$ cat src/rtl/conv_linebuf_ctrl_if.sv
// Handshake and row-FIFO control bundle between the line-buffer sequencer,
// the pixel source, the row-FIFO bank and the downstream MAC array.
interface conv_linebuf_ctrl_if #(
   parameter int unsigned K     = 5,
   parameter int unsigned CNT_W = 8
);
   logic             start;
   logic             pix_valid;
   logic             out_ready;
   logic             pix_ready;
   logic [K-2:0]     fifo_full;
   logic [K-2:0]     fifo_empty;
   logic [K-2:0]     fifo_wr_en;
   logic [K-2:0]     fifo_rd_en;
   logic             win_valid;
   logic [CNT_W-1:0] win_row;
   logic [CNT_W-1:0] win_col;
   logic             busy;
   logic             frame_done;
   logic             err;

   modport slave (
      input  start, pix_valid, out_ready, fifo_full, fifo_empty,
      output pix_ready, fifo_wr_en, fifo_rd_en, win_valid, win_row, win_col,
             busy, frame_done, err
   );

   modport master (
      output start, pix_valid, out_ready, fifo_full, fifo_empty,
      input  pix_ready, fifo_wr_en, fifo_rd_en, win_valid, win_row, win_col,
             busy, frame_done, err
   );
endinterface

$ cat src/rtl/conv_linebuf_ctrl.sv
// Line-buffer sequencer for a KxK convolution window over K-1 row FIFOs (K >= 3).
// Optional FIFO protocol checker enabled by defining LINEBUF_CHK_EN.
module conv_linebuf_ctrl #(
   parameter int unsigned IMG_W = 32,
   parameter int unsigned IMG_H = 32,
   parameter int unsigned K     = 5,
   parameter int unsigned CNT_W = 8
) (
   input logic                clk,
   input logic                rst_n,
   conv_linebuf_ctrl_if.slave ctrl_io
);
   localparam int NF = int'(K) - 1;

   localparam logic [1:0] StIdle   = 2'd0;
   localparam logic [1:0] StStream = 2'd1;
   localparam logic [1:0] StDone   = 2'd2;

   localparam logic [CNT_W-1:0] LastRow   = CNT_W'(IMG_H - 1);
   localparam logic [CNT_W-1:0] LastCol   = CNT_W'(IMG_W - 1);
   localparam logic [CNT_W-1:0] WrLastRow = CNT_W'(IMG_H - 2);
   localparam logic [CNT_W-1:0] WinOff    = CNT_W'(K - 1);

   logic [1:0]       state_q, state_d;
   logic [CNT_W-1:0] row_q, row_d;
   logic [CNT_W-1:0] col_q, col_d;
   logic [NF-2:0]    chain_q, chain_d;
   logic             win_valid_q, win_valid_d;
   logic [CNT_W-1:0] win_row_q, win_col_q;

   logic             pix_ready;
   logic             accept;
   logic             wr0;
   logic [NF-1:0]    fifo_wr_en;
   logic [NF-1:0]    fifo_rd_en;

   always_comb begin
      pix_ready = (state_q == StStream) && ctrl_io.out_ready;
      accept    = ctrl_io.pix_valid && pix_ready;

      state_d = state_q;
      row_d   = row_q;
      col_d   = col_q;
      unique case (state_q)
         StIdle: begin
            if (ctrl_io.start) begin
               state_d = StStream;
               row_d   = '0;
               col_d   = '0;
            end
         end
         StStream: begin
            if (accept) begin
               if (col_q == LastCol) begin
                  col_d = '0;
                  row_d = row_q + 1'b1;
               end else begin
                  col_d = col_q + 1'b1;
               end
               if (row_q == LastRow && col_q == LastCol) state_d = StDone;
            end
         end
         StDone:  state_d = StIdle;
         default: state_d = StIdle;
      endcase
   end

   // Row r feeds FIFO i once r > i; nothing is pushed during the final row.
   always_comb begin
      wr0 = accept && (row_q <= WrLastRow);
      for (int i = 0; i < NF; i++) begin
         fifo_rd_en[i] = accept && (row_q >= CNT_W'(i + 1));
      end
      for (int i = 0; i < NF - 1; i++) begin
         chain_d[i] = fifo_rd_en[i] && (row_q <= WrLastRow);
      end
      win_valid_d = accept && (row_q >= WinOff) && (col_q >= WinOff);
   end

   // FIFO data_out is registered on read, so onward writes lag the read by a cycle.
   assign fifo_wr_en = {chain_q, wr0};

   always_ff @(posedge clk or negedge rst_n) begin
      if (!rst_n) begin
         state_q     <= StIdle;
         row_q       <= '0;
         col_q       <= '0;
         chain_q     <= '0;
         win_valid_q <= 1'b0;
         win_row_q   <= '0;
         win_col_q   <= '0;
      end else begin
         state_q     <= state_d;
         row_q       <= row_d;
         col_q       <= col_d;
         chain_q     <= chain_d;
         win_valid_q <= win_valid_d;
         if (win_valid_d) begin
            win_row_q <= row_q - WinOff;
            win_col_q <= col_q - WinOff;
         end
      end
   end

   assign ctrl_io.pix_ready  = pix_ready;
   assign ctrl_io.fifo_wr_en = fifo_wr_en;
   assign ctrl_io.fifo_rd_en = fifo_rd_en;
   assign ctrl_io.win_valid  = win_valid_q;
   assign ctrl_io.win_row    = win_row_q;
   assign ctrl_io.win_col    = win_col_q;
   assign ctrl_io.busy       = (state_q != StIdle);
   assign ctrl_io.frame_done = (state_q == StDone);

`ifdef LINEBUF_CHK_EN
   logic err_q, err_d;
   logic viol;

   always_comb begin
      viol  = |((fifo_wr_en & ctrl_io.fifo_full) | (fifo_rd_en & ctrl_io.fifo_empty));
      err_d = err_q | viol;
      if (state_q == StIdle && ctrl_io.start) err_d = 1'b0;
   end

   always_ff @(posedge clk or negedge rst_n) begin
      if (!rst_n) err_q <= 1'b0;
      else        err_q <= err_d;
   end

   assign ctrl_io.err = err_q;
`else
   logic unused_fifo_flags;
   assign unused_fifo_flags = ^{ctrl_io.fifo_full, ctrl_io.fifo_empty};
   assign ctrl_io.err       = 1'b0;
`endif
endmodule

$ cat src/flat_wrapper.sv
// flat-port wrapper written by rule: the top's interface ports become plain ports
module conv_linebuf_ctrl_flat 
#(
   parameter int unsigned IMG_W = 32,
   parameter int unsigned IMG_H = 32,
   parameter int unsigned K     = 5,
   parameter int unsigned CNT_W = 8
)
  (clk, rst_n, ctrl_io_start, ctrl_io_pix_valid, ctrl_io_out_ready, ctrl_io_fifo_full, ctrl_io_fifo_empty, ctrl_io_pix_ready, ctrl_io_fifo_wr_en, ctrl_io_fifo_rd_en, ctrl_io_win_valid, ctrl_io_win_row, ctrl_io_win_col, ctrl_io_busy, ctrl_io_frame_done, ctrl_io_err);
  conv_linebuf_ctrl_if #(.K(K), .CNT_W(CNT_W)) ctrl_io_i ();
  input logic clk;
  input logic rst_n;
  input wire logic [$bits(ctrl_io_i.start)-1:0] ctrl_io_start;
  input wire logic [$bits(ctrl_io_i.pix_valid)-1:0] ctrl_io_pix_valid;
  input wire logic [$bits(ctrl_io_i.out_ready)-1:0] ctrl_io_out_ready;
  input wire logic [$bits(ctrl_io_i.fifo_full)-1:0] ctrl_io_fifo_full;
  input wire logic [$bits(ctrl_io_i.fifo_empty)-1:0] ctrl_io_fifo_empty;
  output wire logic [$bits(ctrl_io_i.pix_ready)-1:0] ctrl_io_pix_ready;
  output wire logic [$bits(ctrl_io_i.fifo_wr_en)-1:0] ctrl_io_fifo_wr_en;
  output wire logic [$bits(ctrl_io_i.fifo_rd_en)-1:0] ctrl_io_fifo_rd_en;
  output wire logic [$bits(ctrl_io_i.win_valid)-1:0] ctrl_io_win_valid;
  output wire logic [$bits(ctrl_io_i.win_row)-1:0] ctrl_io_win_row;
  output wire logic [$bits(ctrl_io_i.win_col)-1:0] ctrl_io_win_col;
  output wire logic [$bits(ctrl_io_i.busy)-1:0] ctrl_io_busy;
  output wire logic [$bits(ctrl_io_i.frame_done)-1:0] ctrl_io_frame_done;
  output wire logic [$bits(ctrl_io_i.err)-1:0] ctrl_io_err;
  assign ctrl_io_i.start = ctrl_io_start;
  assign ctrl_io_i.pix_valid = ctrl_io_pix_valid;
  assign ctrl_io_i.out_ready = ctrl_io_out_ready;
  assign ctrl_io_i.fifo_full = ctrl_io_fifo_full;
  assign ctrl_io_i.fifo_empty = ctrl_io_fifo_empty;
  assign ctrl_io_pix_ready = ctrl_io_i.pix_ready;
  assign ctrl_io_fifo_wr_en = ctrl_io_i.fifo_wr_en;
  assign ctrl_io_fifo_rd_en = ctrl_io_i.fifo_rd_en;
  assign ctrl_io_win_valid = ctrl_io_i.win_valid;
  assign ctrl_io_win_row = ctrl_io_i.win_row;
  assign ctrl_io_win_col = ctrl_io_i.win_col;
  assign ctrl_io_busy = ctrl_io_i.busy;
  assign ctrl_io_frame_done = ctrl_io_i.frame_done;
  assign ctrl_io_err = ctrl_io_i.err;
  conv_linebuf_ctrl #(.IMG_W(IMG_W), .IMG_H(IMG_H), .K(K), .CNT_W(CNT_W)) u_core (.clk(clk), .rst_n(rst_n), .ctrl_io(ctrl_io_i));
endmodule
$ cat config.mk
export PLATFORM = sky130hd
export DESIGN_NAME = conv_linebuf_ctrl_flat
export DESIGN_NICKNAME = d
export VERILOG_FILES = /design/src/rtl/conv_linebuf_ctrl_if.sv /design/src/rtl/conv_linebuf_ctrl.sv /design/src/flat_wrapper.sv
export SDC_FILE = /design/constraint.sdc
export NUM_CORES = 1
export LEC_CHECK = 0
export BUFFER_PORTS_ARGS = -buffer_cell sky130_fd_sc_hd__buf_2
export CORE_MARGIN = 4
export CORE_UTILIZATION = 50
export DETAILED_ROUTE_END_ITERATION = 10
export GPL_TIMING_DRIVEN = 0
export PLACE_DENSITY = 0.71
export SETUP_SLACK_MARGIN = 0.2
export SLEW_MARGIN = 20
export SYNTH_ARGS = -nofsm -noshare
export SYNTH_HDL_FRONTEND = slang
export SYNTH_SLANG_ARGS = --single-unit
$ cat constraint.sdc
create_clock -name clk -period 2.4 [get_ports clk]
set_clock_uncertainty 0.2 [all_clocks]
set_input_delay 0.48 -clock clk [delete_from_list [all_inputs] [get_ports clk]]
set_output_delay 0.48 -clock clk [all_outputs]
set_load 0.05 [all_outputs]
== Yosys cells after proc, flatten, opt, wreduce, memory -nomap -nowiden ==
Cells that the tools add are included.

* Logic and storage cells: 54
* Input port bits: 13
* Register bits: 38

* Reduce and logical (&&, ||, !) cells: 18
* $add $sub $neg: 4
* Mux-type cells: 11
* Magnitude comparators: 6
* Equal/unequal tests: 8

{| class="wikitable"
|+ Operators with widths
! operator !! count
|-
| 8-bit 2-to-1 mux || 5
|-
| 8-bit one-hot mux with 2 select lines || 2
|-
| 8-bit by 1-bit adder with 8-bit output (second input constant) || 2
|-
| 8-bit by 5-bit == test with 1-bit output (second input constant) || 2
|-
| 8-bit by 2-bit >= comparator with 1-bit output (second input constant) || 2
|-
| 8-bit by 3-bit >= comparator with 1-bit output (second input constant) || 2
|-
| 8-bit by 3-bit subtractor with 8-bit output (second input constant) || 2
|-
| 1-bit logical AND || 12
|-
| 8-bit by 1-bit >= comparator with 1-bit output (second input constant) || 1
|-
| 8-bit by 5-bit less-or-equal comparator with 1-bit output (second input constant) || 1
|-
| 2-bit 2-to-1 mux || 3
|-
| 2-bit inequality test (second input constant) || 3
|-
| 3-bit AND reduction || 2
|-
| 2-bit one-hot mux with 2 select lines || 1
|-
| 4-bit AND reduction || 1
|-
| 2-bit nonzero test || 2
|-
| 2-bit by 1-bit == test with 1-bit output (second input constant) || 1
|-
| 2-bit == test (second input constant) || 1
|-
| 2-bit logical NOT || 1
|-
| 2-bit by 1-bit inequality test with 1-bit output (second input constant) || 1
|}

== Longest topological paths before layout ==
Gate-level depths: netlist of the first run.

* Word-level depth: 5
* Mapped depth: 7

== Worst setup path before layout of the first run ==
Ideal clock, no wire load.

* Kind: reg-to-output
* Start: register u_core.row_q[2]
* End: output port ctrl_io_fifo_rd_en[1]
* Data arrival time: 1648 ps
* Setup slack: 72 ps
* Buffers on the path: 0
* Stages on the path, launching flop included: 6
* Path through: dfrtp_1 inv_1 ha_1 nand2b_1 nor2_1 a21oi_1

* Cells in the longest elaborated chain, start to end: 2

{| class="wikitable"
|+ Ends and longest elaborated chain
! element !! RTL line !! source
|-
| from (decl) || conv_linebuf_ctrl.sv:25 || <nowiki>logic [CNT_W-1:0] row_q, row_d;</nowiki>
|-
| from (signal assigned) || conv_linebuf_ctrl.sv:94 || <nowiki>row_q <= row_d;</nowiki>
|-
| 8-bit by 2-bit >= comparator with 1-bit output || conv_linebuf_ctrl.sv:72 || <nowiki>fifo_rd_en[i] = accept && (row_q >= CNT_W'(i + 1));</nowiki>
|-
| 1-bit logical AND || conv_linebuf_ctrl.sv:72 ||
|-
| to (decl) || flat_wrapper.sv:20 || <nowiki>output wire logic [$bits(ctrl_io_i.fifo_rd_en)-1:0] ctrl_io_fifo_rd_en;</nowiki>
|}

Every way passes these cells.

== Final worst setup path of the first run ==
* Start: register u_core.row_q[7]
* End: output port ctrl_io_fifo_rd_en[2]

The elaborated chain is that of the path after synthesis.

==> results of run 1 <==
## worst min path at each step
stage                                                     start                                    end  slack (ns)
after floorplan                                           rst_n            u_core.chain_q[0]$_DFF_PN0_       -0.02
after global placement    u_core.ctrl_io.win_col[5]$_DFFE_PN0P_  u_core.ctrl_io.win_col[5]$_DFFE_PN0P_        0.28
after detailed placement  u_core.ctrl_io.win_col[5]$_DFFE_PN0P_  u_core.ctrl_io.win_col[5]$_DFFE_PN0P_        0.29
after CTS                                                 rst_n  u_core.ctrl_io.win_col[4]$_DFFE_PN0P_        0.13
after global routing                                      rst_n  u_core.ctrl_io.win_row[0]$_DFFE_PN0P_        0.16
final                                                     rst_n  u_core.ctrl_io.win_col[1]$_DFFE_PN0P_         0.1
## where the power goes
part / total (W) / leakage [nW] / internal (W) / switching, W
Sequential: 0.000880 / 0.459 / 0.000782 / 0.0000981
Combinational: 0.00104 / 0.849 / 0.000366 / 0.000670
Clock: 0.000456 / 0.0482 / 0.000232 / 0.000224
Total: 0.00237 / 1.36 / 0.00138 / 0.000992
## registers in the layout, summed over array words and instances, names as in the netlist
register	cells
u_core.col_q	8
u_core.ctrl_io.win_col	8
u_core.ctrl_io.win_row	8
u_core.row_q	8
u_core.chain_q	3
u_core.state_q	2
u_core.ctrl_io.win_valid	1
## layout by cell type (no fill, tap or decap), drive strengths merged, types with 3 or more instances in the layout
master	count
and2	3
mux2i	3
o21ai	13
nand3	6
nor2b	3
mux2	14
a21oi	9
nor2	17
nor3	8
xnor2	8
nand2	15
dfrtp	38
clkbuf	7
buf	61
xor2	4
ha	13
nand2b	3
inv	15
## repair_timing
item | 4_1_cts | 5_1_grt
setup endpoints to repair | 13 | 7
pin swaps | 5 | 3
gates resized for setup | 35 | 8
hold buffers | 0 | 0
buffers inserted | 18 | 2
## metrics by stage
step | instance area (sq um) | hold slack [ns] | total power [W]
2_1_floorplan | 2228 | -0.01559 | 0.001679
3_3_place_gp | 2451 | 0.2830 | 0.001872
3_5_place_dp | 2451 | 0.2905 | 0.001891
4_1_cts | 2801 | 0.1319 | 0.002381
5_1_grt | 2853 | 0.1589 | 0.002512
6_report | 2853 | 0.09508 | 0.002372
## routing by layer
layer  wire, um  up-vias  global-route usage [%]
met3        269       14                   3.872
met5          0        -                       0
met2       2409       65                   31.32
li1           -      845                       -
met4        119        0                   9.289
met1       2380      863                   27.23
## layout make-up
class,instances,area (sq um)
fill,327,1291
multi-input combinational,149,1241
sequential,38,954.7
timing repair buffer,52,371.6
clock buffer,7,86.33
buffer,9,75.07
tap,50,62.56
inverter,15,56.30
clock inverter,1,5.005
## cell families after synthesis
group | Yosys count | synth area share (%)
AO/OA/AOI/OAI | 36 | 10.94
XOR/XNOR | 12 | 4.735
adder cells (fa/ha/maj) | 13 | 7.328
buffers and inverters | 24 | 5.749
flip-flops | 38 | 42.84
multiplexers | 17 | 9.639
other | 1 | 0.1689
AND/OR/NAND/NOR | 70 | 18.60
==> results.yml, run 1 <==
status:
  status: "complete, but fails checks"
  violations: "negative setup slack"
yosys:
  ys_top_cells_by_area: "dfrtp_1, ha_1, mux2_4"
  synth_common_cells: "dfrtp_1, inv_1, nand2_1, nor2_1"
  yosys.area.top_type_share_pct: 42.84
  yosysMostFrequentCell: "dfrtp_1"
  synth_edf_count: 0
  synth_area_leader_cell: "dfrtp_1"
  avgSynthCellArea_sq_um: 10.52
  yosysSeqAreaShare_pct: 42.84
  synth_nets: 237
  async_flop_share_pct: 100.0
  ys_types: 48
  yosys_warnings: 0
  syn_area_sq_um: 2220
  synthFlopType: "dfrtp_1"
  ys_seq_elements: 38
  syn_inst: 211
pwr:
  powerDensity_nw_per_um2: 831.4
  cellLeakagePower_nw: 1.357
  ir_drop_mv: 0.6760
global_route:
  grt_max_degree: 39
  track_usage_pct: 20.13
  grt_pass1_wl_mm: 8.618
  overflow: 0
  grt_pass1_vias: 1755
  antenna_found_initial: 0
finish:
  final_core_util_pct: 68.84
  n_antenna_cell: 0
  fin_cells: 321
  nNetsFinal: 296
  area_growth_pct: 28.52
  drive_gt1_share_pct: 41.70
critical_path:
  end_kind: "output pin"
  cp_max_fo: 5
  ff2ff_setup_slack_ns: 0.05
  cp_num_buf_inv: 1
  path_depth: 5
  cpPeakStageDelay_ns: 0.43
  path_cells: "or3_4 > or2_4 > a21oi_4 > nor2_2 > buf_6"
  setup.worst_path.class: "flop to output pin"
  r2r-start: "u_core.row_q[7]$_DFFE_PN0P_"
  crit_family: "simple AND/OR/NAND/NOR gates"
  endpoint: "ctrl_io_fifo_rd_en[2]"
  rr_endpoint: "u_core.chain_q[2]$_DFF_PN0_"
  cpMaxStageDelayCell: "or3_4"
  reg2reg_depth: 13
  crit_path_start_kind: "flop"
  crit_arrival_ns: 1.74
  cp.required_ns: 1.72
  startpoint: "u_core.row_q[7]$_DFFE_PN0P_"
hold_path:
  holdCritPathClass: "input pin to asynchronous set/reset pin"
timing:
  max_clock_freq_mhz: 413.6
  period_share_pct: 100.8
  finalSetupViolations: 2
  setup_ws_ns: -0.01804
  tightest_slew_ns: 0.8337
  tns_ns: -0.03263
  slew_viol_final: 0
  rsz0062_at_grt: "yes"
  hold_violations: 0
  relSlewSlack_pct: 44.42
  fin_crit_ns: 2.418
floorplan:
  core_sq_um: 4144
  row_count: 23
  initial_core_util_pct: 53.56
  die_h_um: 74.63
  die_area_sq_um: 5569
  die_w_um: 74.63
  ioPinCount: 42
placed_design:
  dp.cells: 293
  post-dp-hpwl_mm: 3.094
  io_buffers: 32
  gp_routability_congestion: 0.8154
  post-place-ws_ns: -0.1131
routing:
  wl_per_cell_um: 16.13
  drtPass1Iterations: 4
  routed_wl_mm: 5.178
  drc_errors: 0
  routed-via-count: 1787
  drtIter0Drc: 198
  ant_nets: 0
  vias_per_cell: 5.567
cts:
  clock_sinks: 38
  cts_tree: "done"
  cts_buffers: 5
  cts_buffer_depth: 2
  cts.clk_slew.worst_paths_ns: 0.08
  worst_skew_pair.late_latency_ns: 0.29
  htree_levels: 2
  root_buffer: "clkbuf_8"
job:
  cap_violations: 0
No activity file was read; power rests on OpenSTA's default activity.
==> inputs of run 2 (changes only) <==
Settings changed: MAX_ROUTING_LAYER set to met4.
==> run 2 against run 1 <==
Net effect:
- clock power about the same
- the flow still finishes with violations (negative setup slack)
- critical path depth stayed put
- worst setup slack worse by 0.00089 ns
- global-route usage is 0.63 points higher
- combinational power about the same
- maximum frequency hardly changed
- highest routed layer unchanged
- die area stayed put
==> results.yml, run 2 (synthesis gave the netlist of run 1 again) <==
status:
  status: "complete, but fails checks"
  violations: "negative setup slack"
pwr:
  cellLeakagePower_nw: 1.357
  p_total_w: 0.002377
  ir_drop_mv: 0.6762
  powerDensity_nw_per_um2: 833.1
timing:
  fin_crit_ns: 2.419
  finalSetupViolations: 2
  rsz0062_at_grt: "yes"
  tns_ns: -0.03255
  max_clock_freq_mhz: 413.4
  relSlewSlack_pct: 43.81
  period_share_pct: 100.8
  fin_hold_ws_ns: 0.09648
  slew_viol_final: 0
  setup_ws_ns: -0.01892
  tightest_slew_ns: 0.8428
  hold_violations: 0
placed_design:
  post-dp-hpwl_mm: 3.094
  dp.cells: 293
  gp_routability_congestion: 0.8276
  io_buffers: 32
finish:
  mostFrequentLayoutCell: "dfrtp_1"
  final_cell_mix: "dfrtp_1, buf_2, nand2_1"
  fill_cells: 327
  area_growth_pct: 28.52
  n_antenna_cell: 0
  nNetsFinal: 296
  fin_cells: 321
  drive_gt1_share_pct: 41.70
critical_path:
  cp.required_ns: 1.72
  path_cells: "or3_4 > or2_4 > a21oi_4 > nor2_2 > buf_6"
  cpMaxStageDelayCell: "or3_4"
  ff2ff_setup_slack_ns: 0.05
  end_kind: "output pin"
  cp_num_buf_inv: 1
  crit_arrival_ns: 1.74
  cpPeakStageDelay_ns: 0.43
  crit_path_start_kind: "flop"
  setup.worst_path.class: "flop to output pin"
  crit_family: "simple AND/OR/NAND/NOR gates"
  cp_max_fo: 5
global_route:
  grt_pass1_vias: 1748
  antenna_found_initial: 0
  overflow: 0
  grt_max_degree: 39
  track_usage_pct: 20.76
  grt_pass1_wl_mm: 8.625
cts:
  worst_skew_pair.late_latency_ns: 0.29
  cts.clk_slew.worst_paths_ns: 0.08
  htree_levels: 2
  cts_tree: "done"
  clock_sinks: 38
  cts_buffers: 5
  root_buffer: "clkbuf_8"
  cts_buffer_depth: 2
floorplan:
  ioPinCount: 42
  die_h_um: 74.63
  die_w_um: 74.63
  initial_core_util_pct: 53.56
  die_area_sq_um: 5569
  row_count: 23
  core_sq_um: 4144
routing:
  routed-via-count: 1773
  routed_wl_mm: 5.192
  drc_errors: 0
  wl_per_cell_um: 16.17
  drtPass1Iterations: 4
  ant_nets: 0
  vias_per_cell: 5.523
  drtIter0Drc: 166
job:
  cap_violations: 0
hold_path:
  holdCritPathClass: "input pin to asynchronous set/reset pin"
[run 2: area by class of cell]
cell class,count,area (sq um),share of cell area [%]
Buffer,9,75.07,2.632
Inverter,15,56.30,1.974
Multi-Input combinational cell,149,1241,43.51
Tap cell,50,62.56,2.193
Clock buffer,7,86.33,3.026
Sequential cell,38,954.7,33.46
Clock inverter,1,5.005,0.1754
Timing Repair Buffer,52,371.6,13.03
[run 2: path summary, 6_finish.rpt]
check                                                      start                               endpoint  cells past startpoint
min reg2reg                u_core.ctrl_io.win_col[5]$_DFFE_PN0P_  u_core.ctrl_io.win_col[5]$_DFFE_PN0P_                      1
max in group asynchronous                                  rst_n            u_core.row_q[2]$_DFFE_PN0P_                      1
min                                                        rst_n  u_core.ctrl_io.win_row[3]$_DFFE_PN0P_                      1
max reg2reg                          u_core.row_q[7]$_DFFE_PN0P_            u_core.chain_q[2]$_DFF_PN0_                     13
max                                  u_core.row_q[7]$_DFFE_PN0P_                  ctrl_io_fifo_rd_en[2]                      5
min in group clk                                   ctrl_io_start          u_core.state_q[0]$_DFFE_PN0P_                      3
[run 2: per-stage QoR]
stage               setup slack (ns)  util, %  cell area (sq um)
floorplan                     0.2539        -               2228
global placement             -0.1261    59.15               2451
detailed placement           -0.1131    59.15               2451
CTS                         -0.04728    67.60               2801
global route                -0.05984    68.84               2853
finish                      -0.01892    68.84               2853
[run 2: where the power goes]
part / internal [W] / switching, W / total (W)
Sequential: 0.000782 / 0.0000983 / 0.000880
Clock: 0.000232 / 0.000226 / 0.000458
Combinational: 0.000366 / 0.000672 / 0.00104
Total: 0.00138 / 0.000997 / 0.00238
[run 2: timing repair]
item / 4_1_cts / 5_1_grt
setup endpoints to repair: 13 / 7
setup buffers: 18 / 2
pin swaps: 5 / 3
hold buffers: 0 / 0
endpoints found under the hold margin: 0 / 0
resized for setup: 35 / 8
[run 2: worst reg2reg max path: cells and delay by family (launching register included)]
kind	cells	cell delay, ns
buf+inv	9	0.78
simple gates	3	0.74
flops	1	0.39
compound gates	1	0.14
[run 2: metal layers]
| layer | part of all wire [%] | track usage (%) | vias up |
|---|---|---|---|
| met5 | 0 | - | - |
| li1 | - | - | 844 |
| met1 | 46 | 27.31 | 848 |
| met3 | 5.2 | 3.738 | 14 |
| met4 | 2.3 | 9.289 | 0 |
| met2 | 46 | 31.32 | 67 |
